### src/rtl/ro_puf_pkg.sv
// -----------------------------------------------------------------------------
// ro_puf_pkg
//   Shared definitions for the ring-oscillator PUF measurement engine:
//   - state_t        : measurement FSM state encoding
//   - SETTLE_CYCLES  : cycles spent flushing the mux/synchroniser after a
//                      pair switch before edges are counted
//   - pair_index()   : oscillator index of pair member k for a given base
// -----------------------------------------------------------------------------
package ro_puf_pkg;

    typedef enum logic [2:0] {
        IDLE    = 3'd0,
        SETTLE  = 3'd1,
        MEASURE = 3'd2,
        COMPARE = 3'd3,
        DONE    = 3'd4
    } state_t;

    // Three cycles cover the two synchroniser flops plus the edge-detect flop,
    // so the first MEASURE cycle sees only samples of the newly selected RO.
    localparam int unsigned SETTLE_CYCLES = 3;

    // (base + k) mod num_ro; num_ro is a power of two, so a mask suffices.
    function automatic logic [31:0] pair_index(input logic [31:0] base,
                                               input logic [31:0] k,
                                               input logic [31:0] num_ro);
        return (base + k) & (num_ro - 32'd1);
    endfunction

endpackage

### src/rtl/ro_edge_counter.sv
// -----------------------------------------------------------------------------
// ro_edge_counter
//   One measurement channel: selects an oscillator, synchronises it into the
//   clk domain, detects rising edges and counts them with saturation.
//
//   Ports:
//     clk     in   system clock
//     rst_n   in   asynchronous reset, active-high
//     ro_in   in   NUM_RO oscillator outputs (asynchronous to clk)
//     sel     in   SEL_W  oscillator select
//     clear   in   synchronous counter clear (has priority over enable)
//     enable  in   count detected edges while high
//     count   out  CNT_W  saturating edge count
// -----------------------------------------------------------------------------
module ro_edge_counter #(
    parameter int NUM_RO = 16,
    parameter int SEL_W  = 4,
    parameter int CNT_W  = 16
) (
    input  logic              clk,
    input  logic              rst_n,
    input  logic [NUM_RO-1:0] ro_in,
    input  logic [SEL_W-1:0]  sel,
    input  logic              clear,
    input  logic              enable,
    output logic [CNT_W-1:0]  count
);

    logic mux_out;
    logic sync1;
    logic sync2;
    logic sync3;
    logic rise;

    assign mux_out = ro_in[sel];

    // sync1/sync2 resolve metastability; sync3 is the previous sync2 sample.
    always_ff @(posedge clk or posedge rst_n) begin
        if (rst_n) begin
            sync1 <= 1'b0;
            sync2 <= 1'b0;
            sync3 <= 1'b0;
        end else begin
            sync1 <= mux_out;
            sync2 <= sync1;
            sync3 <= sync2;
        end
    end

    assign rise = sync2 & ~sync3;

    // Holds at all-ones instead of wrapping so an overflowing count can never
    // compare smaller than a slower oscillator.
    always_ff @(posedge clk or posedge rst_n) begin
        if (rst_n) begin
            count <= '0;
        end else if (clear) begin
            count <= '0;
        end else if (enable && rise && (count != {CNT_W{1'b1}})) begin
            count <= count + CNT_W'(1);
        end
    end

endmodule

### src/rtl/ro_puf_engine.sv
// -----------------------------------------------------------------------------
// ro_puf_engine
//   Ring-oscillator PUF measurement engine. A challenge selects a base pair
//   (sel_a, sel_b); response bit k compares the edge counts of oscillators
//   sel_a+k and sel_b+k (mod NUM_RO) over a programmable window.
//
//   Ports:
//     clk         in   system clock
//     rst_n       in   asynchronous reset, active-high (despite the suffix)
//     ro_in       in   NUM_RO free-running oscillator outputs
//     start       in   request pulse, honoured only in IDLE
//     challenge   in   {sel_b, sel_a}, latched on accepted start
//     window      in   measurement length in clk cycles (0 behaves as 1)
//     busy        out  high from the cycle after accepted start through DONE
//     resp_valid  out  one-cycle pulse in DONE
//     response    out  bit k = (count A > count B) for pair k
//     tie_mask    out  bit k = (count A == count B) for pair k
//     cnt_a_last  out  final count of oscillator A for the latest bit
//     cnt_b_last  out  final count of oscillator B for the latest bit
// -----------------------------------------------------------------------------
module ro_puf_engine
    import ro_puf_pkg::*;
#(
    parameter int NUM_RO    = 16,
    parameter int SEL_W     = 4,
    parameter int CNT_W     = 16,
    parameter int WIN_W     = 16,
    parameter int RESP_BITS = 8
) (
    input  logic                 clk,
    input  logic                 rst_n,
    input  logic [NUM_RO-1:0]    ro_in,
    input  logic                 start,
    input  logic [2*SEL_W-1:0]   challenge,
    input  logic [WIN_W-1:0]     window,
    output logic                 busy,
    output logic                 resp_valid,
    output logic [RESP_BITS-1:0] response,
    output logic [RESP_BITS-1:0] tie_mask,
    output logic [CNT_W-1:0]     cnt_a_last,
    output logic [CNT_W-1:0]     cnt_b_last
);

    localparam int IDX_W = (RESP_BITS > 1) ? $clog2(RESP_BITS) : 1;

    state_t           state;
    logic [1:0]       settle_cnt;
    logic [WIN_W-1:0] win_len;
    logic [WIN_W-1:0] win_cnt;
    logic [IDX_W-1:0] bit_idx;
    logic [SEL_W-1:0] sel_a_base;
    logic [SEL_W-1:0] sel_b_base;
    logic [SEL_W-1:0] sel_a_cur;
    logic [SEL_W-1:0] sel_b_cur;
    logic [CNT_W-1:0] cnt_a;
    logic [CNT_W-1:0] cnt_b;
    logic             cnt_clear;
    logic             cnt_enable;
    logic             last_bit;

    assign sel_a_cur = SEL_W'(pair_index(32'(sel_a_base), 32'(bit_idx), 32'(NUM_RO)));
    assign sel_b_cur = SEL_W'(pair_index(32'(sel_b_base), 32'(bit_idx), 32'(NUM_RO)));

    // The mux moves to the new pair on entry to SETTLE; counters are held at
    // zero there so glitches from the switch never reach a count.
    assign cnt_clear  = (state == SETTLE);
    assign cnt_enable = (state == MEASURE);
    assign last_bit   = (bit_idx == IDX_W'(RESP_BITS - 1));

    assign busy       = (state != IDLE);
    assign resp_valid = (state == DONE);

    ro_edge_counter #(
        .NUM_RO (NUM_RO),
        .SEL_W  (SEL_W),
        .CNT_W  (CNT_W)
    ) u_cnt_a (
        .clk    (clk),
        .rst_n  (rst_n),
        .ro_in  (ro_in),
        .sel    (sel_a_cur),
        .clear  (cnt_clear),
        .enable (cnt_enable),
        .count  (cnt_a)
    );

    ro_edge_counter #(
        .NUM_RO (NUM_RO),
        .SEL_W  (SEL_W),
        .CNT_W  (CNT_W)
    ) u_cnt_b (
        .clk    (clk),
        .rst_n  (rst_n),
        .ro_in  (ro_in),
        .sel    (sel_b_cur),
        .clear  (cnt_clear),
        .enable (cnt_enable),
        .count  (cnt_b)
    );

    always_ff @(posedge clk or posedge rst_n) begin
        if (rst_n) begin
            state      <= IDLE;
            settle_cnt <= '0;
            win_len    <= '0;
            win_cnt    <= '0;
            bit_idx    <= '0;
            sel_a_base <= '0;
            sel_b_base <= '0;
            response   <= '0;
            tie_mask   <= '0;
            cnt_a_last <= '0;
            cnt_b_last <= '0;
        end else begin
            case (state)
                IDLE: begin
                    if (start) begin
                        state      <= SETTLE;
                        sel_a_base <= challenge[SEL_W-1:0];
                        sel_b_base <= challenge[2*SEL_W-1:SEL_W];
                        win_len    <= (window == '0) ? WIN_W'(1) : window;
                        bit_idx    <= '0;
                        settle_cnt <= '0;
                        response   <= '0;
                        tie_mask   <= '0;
                    end
                end

                SETTLE: begin
                    if (settle_cnt == 2'(SETTLE_CYCLES - 1)) begin
                        state      <= MEASURE;
                        settle_cnt <= '0;
                        win_cnt    <= '0;
                    end else begin
                        settle_cnt <= settle_cnt + 2'd1;
                    end
                end

                MEASURE: begin
                    if (win_cnt == win_len - WIN_W'(1)) begin
                        state <= COMPARE;
                    end else begin
                        win_cnt <= win_cnt + WIN_W'(1);
                    end
                end

                COMPARE: begin
                    // Edges from the final MEASURE cycle are already in cnt_a/b.
                    response[bit_idx] <= (cnt_a > cnt_b);
                    tie_mask[bit_idx] <= (cnt_a == cnt_b);
                    cnt_a_last        <= cnt_a;
                    cnt_b_last        <= cnt_b;
                    if (last_bit) begin
                        state <= DONE;
                    end else begin
                        bit_idx    <= bit_idx + IDX_W'(1);
                        settle_cnt <= '0;
                        state      <= SETTLE;
                    end
                end

                DONE: begin
                    state <= IDLE;
                end

                default: begin
                    state <= IDLE;
                end
            endcase
        end
    end

endmodule

### config.mk
export PLATFORM = sky130hd
export DESIGN_NAME = ro_puf_engine
export DESIGN_NICKNAME = d
export VERILOG_FILES = /design/src/rtl/ro_puf_pkg.sv /design/src/rtl/ro_edge_counter.sv /design/src/rtl/ro_puf_engine.sv
export SDC_FILE = /design/constraint.sdc
export NUM_CORES = 1
export LEC_CHECK = 0
export CORE_ASPECT_RATIO = 0.6
export CORE_MARGIN = 3
export CORE_UTILIZATION = 55
export DETAILED_ROUTE_END_ITERATION = 6
export GPL_TIMING_DRIVEN = 0
export PLACE_DENSITY = 0.79
export SYNTH_ARGS = -nofsm -noshare
export SYNTH_HDL_FRONTEND = slang
export SYNTH_SLANG_ARGS = --single-unit
### constraint.sdc
create_clock -name clk -period 5.6 [get_ports clk]
set_clock_uncertainty 0.15 [all_clocks]
set_input_delay 1.12 -clock clk [delete_from_list [all_inputs] [get_ports clk]]
set_output_delay 1.12 -clock clk [all_outputs]
set_load 0.01 [all_outputs]
## Word-level counts from Yosys, hierarchy flattened

Cells that the tools add are included.

| word-level totals | value |
|---|---|
| flip-flop bits (word level) | 134 |
| output and inout port bits | 50 |

| cells by class | value |
|---|---|
| add/subtract/negate cells | 8 |
| $lt $le $gt $ge | 5 |
| eq/ne operators | 15 |
| mux-type cells | 31 |
| bitwise gates (word level) | 4 |
| reduce and logical (&&, ||, !) cells | 19 |

Operator list:

| kind | number |
|---|---|
| 16-bit two-way mux | 7 |
| 16-bit by 1-bit adder with 16-bit output (second input constant) | 3 |
| 16-bit equality test | 2 |
| 16-bit inequality test (second input constant) | 2 |
| 16-bit one-hot mux with 2 select lines | 1 |
| 8-bit one-hot mux with 2 select lines | 2 |
| 3-bit two-way mux | 6 |
| 8-bit bitwise mux | 2 |
| 16-bit greater-than comparator | 1 |
| 16-bit logical NOT | 1 |
| 16-bit by 1-bit subtractor with 16-bit output (second input constant) | 1 |
| 3-bit one-hot mux with 4 select lines | 1 |
| 3-bit AND reduction | 4 |
| 4-bit by 5-bit less-than comparator with 1-bit output (second input constant) | 2 |
| 4-bit by 3-bit adder with 4-bit output | 2 |
| 1-bit binary-select mux with 4-bit select | 2 |
| 8-bit two-way mux | 1 |
| 2-bit inequality test (second input constant) | 4 |
| 2-bit nonzero test | 4 |
| 3-bit by 2-bit equality test with 1-bit output (second input constant) | 2 |
| 3-bit equality test (second input constant) | 2 |
| 2-bit two-way mux | 3 |
| 2-bit one-hot mux with 3 select lines | 1 |
| 3-bit one-hot mux with 2 select lines | 1 |
| 15 further kinds | 25 |

## Logic depth before layout (Yosys ltp)

Gate-level depths: netlist of the first run.

| logic depth | value |
|---|---|
| word-level depth | 6 |
| gate-level depth with buffers | 13 |

## Modules after synthesis

Synthesis of the first run repeated with hierarchy kept, for this count alone.

| second synthesis, totals | value |
|---|---|
| cell total of the unflattened synthesis | 763 |
| area total of the unflattened synthesis | 7467.2 µm² |

Modules (own cells, without submodules):

| module | times used | cells each | area each (µm²) |
|---|---|---|---|
| ro_puf_engine | 1 | 547 | 5225.0 |
| ro_edge_counter | 2 | 108 | 1121.1 |

## Worst setup path before layout of the first run

OpenSTA, ideal clock, no wires.

| path | value |
|---|---|
| path type | flip-flop to flip-flop |
| from | register win_len[0] |
| to | register win_cnt[10] |
| setup time | 80 ps |
| arrival time | 3093 ps |
| data required time | 5370 ps |
| setup slack | 2276 ps |
| cell stages (with the launch flop) | 13 |
| path buffers | 3 |
| clock period less this slack | 3324 ps |
| path through | dfrtp_1 > clkbuf_1 > inv_1 > ha_1 > clkbuf_1 > or4b_2 > nor4_1 > xor2_1 > a221oi_1 > nor4_2 > buf_4 > or4_1 > a21oi_1 |

| between the ends | value |
|---|---|
| word-level cells in the longest chain between the ends | 4 |

Ends and longest elaborated chain:

| item | RTL line | RTL |
|---|---|---|
| start, declared | ro_puf_engine.sv:48 | `logic [WIN_W-1:0] win_len;` |
| start signal, assigned | ro_puf_engine.sv:121 | `win_len <= (window == '0) ? WIN_W'(1) : window;` |
| 16-bit by 1-bit subtractor with 16-bit output | ro_puf_engine.sv:140 | `if (win_cnt == win_len - WIN_W'(1)) begin` |
| 16-bit equality test | ro_puf_engine.sv:140 |  |
| 2-bit inequality test (no source line) | -- |  |
| 3-bit AND reduction (no source line) | -- |  |
| end signal, assigned | ro_puf_engine.sv:143 | `win_cnt <= win_cnt + WIN_W'(1);` |
| end, declared | ro_puf_engine.sv:49 | `logic [WIN_W-1:0] win_cnt;` |

Every way passes these cells.
A chain may end at the register's enable or synchronous reset.

## Worst setup path after layout of the first run

| path | value |
|---|---|
| from | register win_len[0] |
| to | register win_cnt[5] |

The elaborated chain is that of the path after synthesis.

==> results of run 1 <==
==> cells by family after synthesis <==
family,synth area share
AO/OA/AOI/OAI,0.101
AND/OR/NAND/NOR,0.242
XOR/XNOR,0.0591
adder cells (fa/ha/maj),0.0538
flip-flops,0.462
buffers and inverters,0.0414
multiplexers,0.0409
==> power by group through the flow <==
stage	sequential (W)	clock (W)	combinational (W)
2_1_floorplan	0.00122	0	0.000888
3_3_place_gp	0.00125	0	0.00119
3_5_place_dp	0.00126	0	0.00124
4_1_cts	0.00125	0.00114	0.00125
5_1_grt	0.00127	0.00118	0.00138
6_report	0.00125	0.00113	0.00127
==> sequential cells by signal, indices dropped and copies added (netlist names) <==
| signal | count |
|---|---|
| bit_idx | 3 |
| cnt_a_last | 16 |
| cnt_b_last | 16 |
| response | 8 |
| sel_a_base | 4 |
| sel_b_base | 4 |
| settle_cnt | 2 |
| state | 3 |
| tie_mask | 8 |
| u_cnt_a.count | 16 |
| u_cnt_a.sync1 | 1 |
| u_cnt_a.sync2 | 1 |
| u_cnt_a.sync3 | 1 |
| u_cnt_b.count | 16 |
| u_cnt_b.sync1 | 1 |
| u_cnt_b.sync2 | 1 |
| u_cnt_b.sync3 | 1 |
| win_cnt | 16 |
| win_len | 16 |
==> layout make-up <==
type / count / area, µm² / share of cell area
Buffer: 38 / 169 / 0.0188
Inverter: 35 / 136 / 0.0151
Clock buffer: 18 / 429 / 0.0477
Tap cell: 165 / 206 / 0.0229
Clock inverter: 14 / 159 / 0.0176
Multi-Input combinational cell: 575 / 3600 / 0.400
Sequential cell: 134 / 3350 / 0.372
Timing Repair Buffer: 93 / 948 / 0.105
==> worst max-delay path, delay by kind of cell (launching register included) <==
family	cells	cell delay, ps
and+or+nand+nor	4	1540
DFF	1	360
xor gates and xnor gates	1	130
adders and majority gates	1	160
buffers and inverters	4	880
AOI/OAI and AO/OA	2	810
==> routing by layer <==
layer | vias up | track usage
li1 | 2952 | -
met1 | 3157 | 0.422
met2 | 311 | 0.401
met3 | 37 | 0.0820
met4 | 0 | 0.0735
met5 | - | 0
==> layout by cell type, fill, tap and decap left out, types with 16 or more instances in the layout <==
master and n:
sky130_fd_sc_hd__xnor2_1 27, sky130_fd_sc_hd__o21ai_0 47, sky130_fd_sc_hd__nand3_1 35, sky130_fd_sc_hd__or3_1 18, sky130_fd_sc_hd__a21oi_1 18, sky130_fd_sc_hd__xor2_1 22
sky130_fd_sc_hd__nand4_1 16, sky130_fd_sc_hd__clkbuf_1 29, sky130_fd_sc_hd__inv_1 34, sky130_fd_sc_hd__clkbuf_16 17, sky130_fd_sc_hd__clkdlybuf4s50_1 92, sky130_fd_sc_hd__ha_1 28
sky130_fd_sc_hd__nor2_1 56, sky130_fd_sc_hd__dfrtp_1 134, sky130_fd_sc_hd__nand2_1 156
==> metrics by stage <==
| step | setup TNS, ps | instances | instance area, µm² | utilization | hold WS [ps] |
|---|---|---|---|---|---|
| floorplan | 0 | 782 | 7260 | - | 181 |
| global placement | -128630 | 1039 | 8380 | 0.673 | 189 |
| detailed placement | 0 | 1040 | 8420 | 0.676 | 195 |
| CTS | 0 | 1072 | 9000 | 0.723 | 209 |
| global route | 0 | 1072 | 9000 | 0.723 | 208 |
| finish | 0 | 1072 | 9000 | 0.723 | 203 |
==> cell usage after synthesis, types with 7 or more instances <==
cell type	number	area (µm²)
sky130_fd_sc_hd__nand4_1	16	100
sky130_fd_sc_hd__or4_1	14	105
sky130_fd_sc_hd__nor3_1	12	60.1
sky130_fd_sc_hd__nor3b_1	7	52.6
sky130_fd_sc_hd__inv_1	35	131
sky130_fd_sc_hd__xnor2_1	27	236
sky130_fd_sc_hd__o21ai_0	47	235
sky130_fd_sc_hd__clkbuf_1	28	105
sky130_fd_sc_hd__nor4_1	12	75.1
sky130_fd_sc_hd__nor2_1	56	210
sky130_fd_sc_hd__or3_1	18	113
sky130_fd_sc_hd__nand2_1	156	586
sky130_fd_sc_hd__o31ai_1	9	67.6
sky130_fd_sc_hd__dfrtp_1	134	3350
sky130_fd_sc_hd__nand3_1	35	175
sky130_fd_sc_hd__xor2_1	22	193
sky130_fd_sc_hd__a21oi_1	18	90.1
sky130_fd_sc_hd__mux4_2	10	225
sky130_fd_sc_hd__ha_1	28	350
==> worst paths after layout <==
kind                               start               end  slack, ps  cells after the start
max                           win_len[0]        win_cnt[5]       1480                     12
min                        u_cnt_b.sync1     u_cnt_b.sync2        200                      0
max reg2reg                   win_len[0]        win_cnt[5]       1480                     12
min reg2reg                u_cnt_b.sync1     u_cnt_b.sync2        200                      0
max in group asynchronous          rst_n       win_len[10]       3580                      3
min in group asynchronous          rst_n  u_cnt_b.count[0]        950                      2
==> impl_metrics.csv, run 1 <==
group,metric,value,unit
placement,io_buffer_count,92,
sta,setup-violations-final,0,
placement,gp_congestion,0.864,
sta,worst_pin_slew,1250,ps
grt,grt_start_max_net_pins,87,
die,top_level_ports,93,
logic_synthesis,synth.cell_area,0.00726,mm²
power,combinationalPowerShare,0.348,
critical_path,cp_data_required_time,5780,ps
routing,top_signal_layer_used,"met4",
logic_synthesis,synth_edf_count,0,
grt,antenna_violations_before_repair,0,
clock_network,clock_edge_transition_at_the_registers_on_the_reported_setup_and_hold_paths,70,ps
finish,antenna-diode-count,0,
die,fp-row-count,31,
clock_network,clk-insertion-delay-late,420,ps
clock_network,clock_sink_count,134,
clock_network,tritoncts,"yes",
routing,met3WireLength,2010,µm
routing,wl_met2,8320,µm
sta,rsz0062_at_grt,"no",
placement,place_ws,1650,ps
clock_network,cts-hold-fix-buffers,0,
critical_path,worst-path-max-fanout,10,
die,die_y,95.0,µm
power,switching_power,0.00135,W
logic_synthesis,synth_sequential_area_ratio,0.462,
power,power_leakage,3.88,nW
critical_path,worst_path_largest_cell_delay,640,ps
die,dieWidth,154,µm
routing,final_antenna_net_count,0,
logic_synthesis,ys_seq_elements,134,
clock_network,cts_setup_buffers,0,
routing,vias,6457,
sta,hold_viol,0,
die,core_region_area,0.0125,mm²
clock_network,cts_resized,0,
status,violated_checks,"DRC",
clock_network,clk_path_buf_depth,2,
grt,grt_pass1_wl,32300,µm
sta,number_of_slew_limit_violations_in_the_final_report,0,
run,timing.max_cap.violations,0,
critical_path,worst-endpoint-arrival,4290,ps
routing,number_of_remaining_drc_errors,1,
routing,met1Wirelength,9460,µm
finish,flow.area_growth_from_synthesis,24.1,%
critical_path,cp-end-kind,"register",
power,clockPowerShare,0.309,
finish,drive_above_1_share,0.0761,
logic_synthesis,synth-async-reset-ratio,1.00,
logic_synthesis,syn-instance-count,782,
die,initial_core_util,0.583,
placement,detailed_place_hpwl,14600,µm
sta,timing.slew.headroom,0.157,
finish,filler_cell_count,906,
sta,finalWorstPathRequiredPeriod,4120,ps
grt,grt_pass1_vias,6313,
power,peakVddDrop,0.000253,V
critical_path,crit_top_cell,"sky130_fd_sc_hd__clkbuf_1",
sta,final_min_period_over_clock_period,0.735,
power,pwr_density_cell,405,mW/mm²
power,sw_frac_of_total,0.371,
status,run_status,"finished, violations left",
power,power.sequential.fraction,0.343,
grt,grt.overflow.total,0,
worst_hold_path,min_path_type,"reg -> reg",
routing,post_drt_via_cell_ratio,6.02,
die,die_area,0.0147,mm²
sta,finalWorstSetupSlack,1480,ps
power,design_power_total,0.00365,W
logic_synthesis,ys_warn_count,0,
power,internal_power,0.00229,W
clock_network,cts_htree_levels,4,
logic_synthesis,yosys_most_used_dff,"sky130_fd_sc_hd__dfrtp_1",
critical_path,startpoint_type,"register",
logic_synthesis,synthesis.nets,855,
routing,drt_first_pass_iters,7,
routing,routed_wl,20000,µm
finish,nNetsFinal,967,
critical_path,worstPathCellList,"clkbuf_1, inv_1, ha_1, clkbuf_1, or4b_2, nor4_1, xor2_1, a221oi_1, nor4_2, buf_4, or4_1, a21oi_1",
clock_network,clock_tree.root_cell,"sky130_fd_sc_hd__clkbuf_16",
critical_path,crit_path_kind,"reg -> reg",
grt,grt_use_total,0.282,
clock_network,cts_made_buffers,17,
routing,avgRoutedWirePerCell,18.7,µm
routing,drt-initial-drc-count,674,
sta,max_freq,0.243,GHz
logic_synthesis,post_synth.cell_area_avg,9.28,µm²
logic_synthesis,synth.distinct_cells,59,
critical_path,critPathSlowestCell,"sky130_fd_sc_hd__or4b_2",
No activity file was read; power rests on OpenSTA's default activity.
==> run 2, diff against run 1 <==
CORE_UTILIZATION = 51   (was 55)
PLACE_DENSITY = 0.77   (was 0.79)
clock period = 3.6 ns   (was 5.6 ns; I/O delays follow)
==> run 2 against run 1 <==
The run now ends clean; via count decreased by 3.3%; sequential cell count did not move; register-to-register slack got worse by 1300 ps; utilization down 6.3 points; sequential power is 55% higher; clock power grew 58%; wire length down 4.2%; setup slack lost 1300 ps; maximum frequency is 21% higher; critical path depth decreased by 1; total power rose by 56%; non-clock buffer count did not move; largest power group unchanged.
==> impl_metrics.csv, run 2 (synthesis results as in run 1) <==
group,metric,value,unit
clock_network,cts_htree_levels,4,
critical_path,critPathSlowestCell,"sky130_fd_sc_hd__or4b_2",
power,pwr_density_cell,625,mW/mm²
worst_hold_path,min_path_type,"reg -> reg",
critical_path,crit_path_kind,"reg -> reg",
routing,post_drt_via_cell_ratio,5.68,
routing,avgRoutedWirePerCell,17.5,µm
routing,met3WireLength,1800,µm
sta,final_min_period_over_clock_period,0.947,
die,die_y,98.4,µm
die,initial_core_util,0.526,
finish,antenna-diode-count,0,
critical_path,worst-path-max-fanout,10,
placement,detailed_place_hpwl,14100,µm
clock_network,clock_tree.root_cell,"sky130_fd_sc_hd__clkbuf_16",
critical_path,cp-end-kind,"register",
grt,grt_pass1_wl,32100,µm
finish,most_common_cell_after_layout_fill_and_taps_aside,"sky130_fd_sc_hd__nand2_1",
sta,setup-violations-final,0,
routing,routed_wl,19200,µm
finish,layout_common_cells,"sky130_fd_sc_hd__nand2_1 (156), sky130_fd_sc_hd__dfrtp_1 (134), sky130_fd_sc_hd__clkdlybuf4s50_1 (92)",
routing,final_antenna_net_count,0,
power,switching_power,0.00208,W
critical_path,worstPathCellList,"clkbuf_1, inv_1, ha_4, or4b_2, nor4_2, xor2_1, a221oi_2, nor4_2, buf_4, or4_1, a21oi_1",
routing,met1Wirelength,9550,µm
status,run_status,"complete, no violations",
placement,gp_congestion,0.898,
finish,drive_above_1_share,0.0849,
sta,finalWorstPathRequiredPeriod,3410,ps
power,combinationalPowerShare,0.346,
placement,dpl-instance-area,0.00848,mm²
critical_path,worst-endpoint-arrival,3600,ps
power,peakVddDrop,0.000349,V
critical_path,cp_data_required_time,3790,ps
clock_network,clock_edge_transition_at_the_registers_on_the_reported_setup_and_hold_paths,60,ps
grt,grt_pass1_vias,6035,
grt,grt_start_max_net_pins,44,
clock_network,tritoncts,"yes",
grt,antenna_violations_before_repair,0,
routing,vias,6244,
power,power_leakage,3.89,nW
finish,flow.area_growth_from_synthesis,25.5,%
finish,final_core_utilization,0.660,
finish,nNetsFinal,967,
power,power.sequential.fraction,0.341,
critical_path,startpoint_type,"register",
power,clockPowerShare,0.314,
run,timing.max_cap.violations,0,
critical_path,reg2reg_slack,190,ps
clock_network,clk-insertion-delay-late,420,ps
finish,final-instance-count-excl-fill,1099,
power,sw_frac_of_total,0.366,
grt,grt_use_total,0.255,
clock_network,clock_sink_count,134,
routing,top_signal_layer_used,"met4",
routing,drt_first_pass_iters,5,
sta,hold_viol,0,
sta,max_freq,0.293,GHz
grt,grt.overflow.total,0,
critical_path,crit_top_cell,"sky130_fd_sc_hd__nor4_2",
sta,timing.slew.headroom,0.186,
sta,worst_pin_slew,1210,ps
clock_network,cts_setup_buffers,0,
die,fp-row-count,33,
clock_network,clk_path_buf_depth,2,
placement,numPlacedInstances,1069,
critical_path,worst_path_largest_cell_delay,610,ps
die,top_level_ports,93,
die,dieWidth,160,µm
placement,io_buffer_count,92,
routing,drt-initial-drc-count,456,
routing,number_of_remaining_drc_errors,0,
power,internal_power,0.00361,W
finish,layout.cell_area.non_filler,0.00911,mm²
routing,wl_met2,7680,µm
clock_network,cts_made_buffers,17,
sta,rsz0062_at_grt,"no",
die,die_area,0.0157,mm²
die,core_region_area,0.0138,mm²
sta,number_of_slew_limit_violations_in_the_final_report,0,
## run 2: timing repair
action,in CTS,in global routing
hold buffers,0,0
setup endpoints to repair,17,16
endpoints found under the hold margin,0,0
resized for setup,3,3
pin swaps,0,1
## run 2: worst paths after layout
check | start | to | cells past startpoint
worst min-delay path | u_cnt_a.sync1 | u_cnt_a.sync2 | 0
min in group asynchronous | rst_n | cnt_b_last[1] | 2
worst min register to register | u_cnt_a.sync1 | u_cnt_a.sync2 | 0
max in group asynchronous | rst_n | sel_a_base[2] | 4
worst max-delay path | win_len[1] | win_cnt[8] | 11
worst max register to register | win_len[1] | win_cnt[8] | 11
## run 2: final cells by class
| class | instances | area (µm²) |
|---|---|---|
| Buffer | 36 | 161 |
| Tap cell | 192 | 240 |
| Fill cell | 1127 | 4680 |
| Inverter | 35 | 135 |
| Sequential cell | 134 | 3350 |
| Multi-Input combinational cell | 575 | 3630 |
| Timing Repair Buffer | 95 | 981 |
| Clock buffer | 18 | 439 |
| Clock inverter | 14 | 163 |
## run 2: per-layer routing
| layer | vias to the layer above | global-route usage |
|---|---|---|
| met3 | 17 | 0.0682 |
| li1 | 2952 | - |
| met2 | 240 | 0.346 |
| met5 | - | 0 |
| met1 | 3035 | 0.405 |
| met4 | 0 | 0.0580 |
## run 2: critical path: cells and delay by family, from the launching register on
kind            cells  cell delay, ps
xor+xnor            1             120
compound gates      2             550
simple gates        4            1410
buf+inv             3             540
fa+ha+maj           1             200
flops               1             360
## run 2: power groups by stage
stage	Combinational [W]	Clock, W	Sequential (W)
2_1_floorplan	0.00138	0	0.00190
3_3_place_gp	0.00187	0	0.00194
3_5_place_dp	0.00193	0	0.00194
4_1_cts	0.00195	0.00180	0.00192
5_1_grt	0.00219	0.00187	0.00197
6_report	0.00197	0.00179	0.00194
## run 2: metrics by stage
| step | TNS (ps) | hold WS, ps | total power (W) | setup WS, ps |
|---|---|---|---|---|
| final | 0 | 208 | 0.00570 | 191 |
| after global routing | 0 | 232 | 0.00602 | 41.1 |
| after CTS | 0 | 210 | 0.00568 | 67.1 |
| after detailed placement | -3400 | 192 | 0.00387 | -277 |
| after global placement | -22580 | 187 | 0.00381 | -199 |
| after floorplan | 0 | 181 | 0.00328 | 276 |
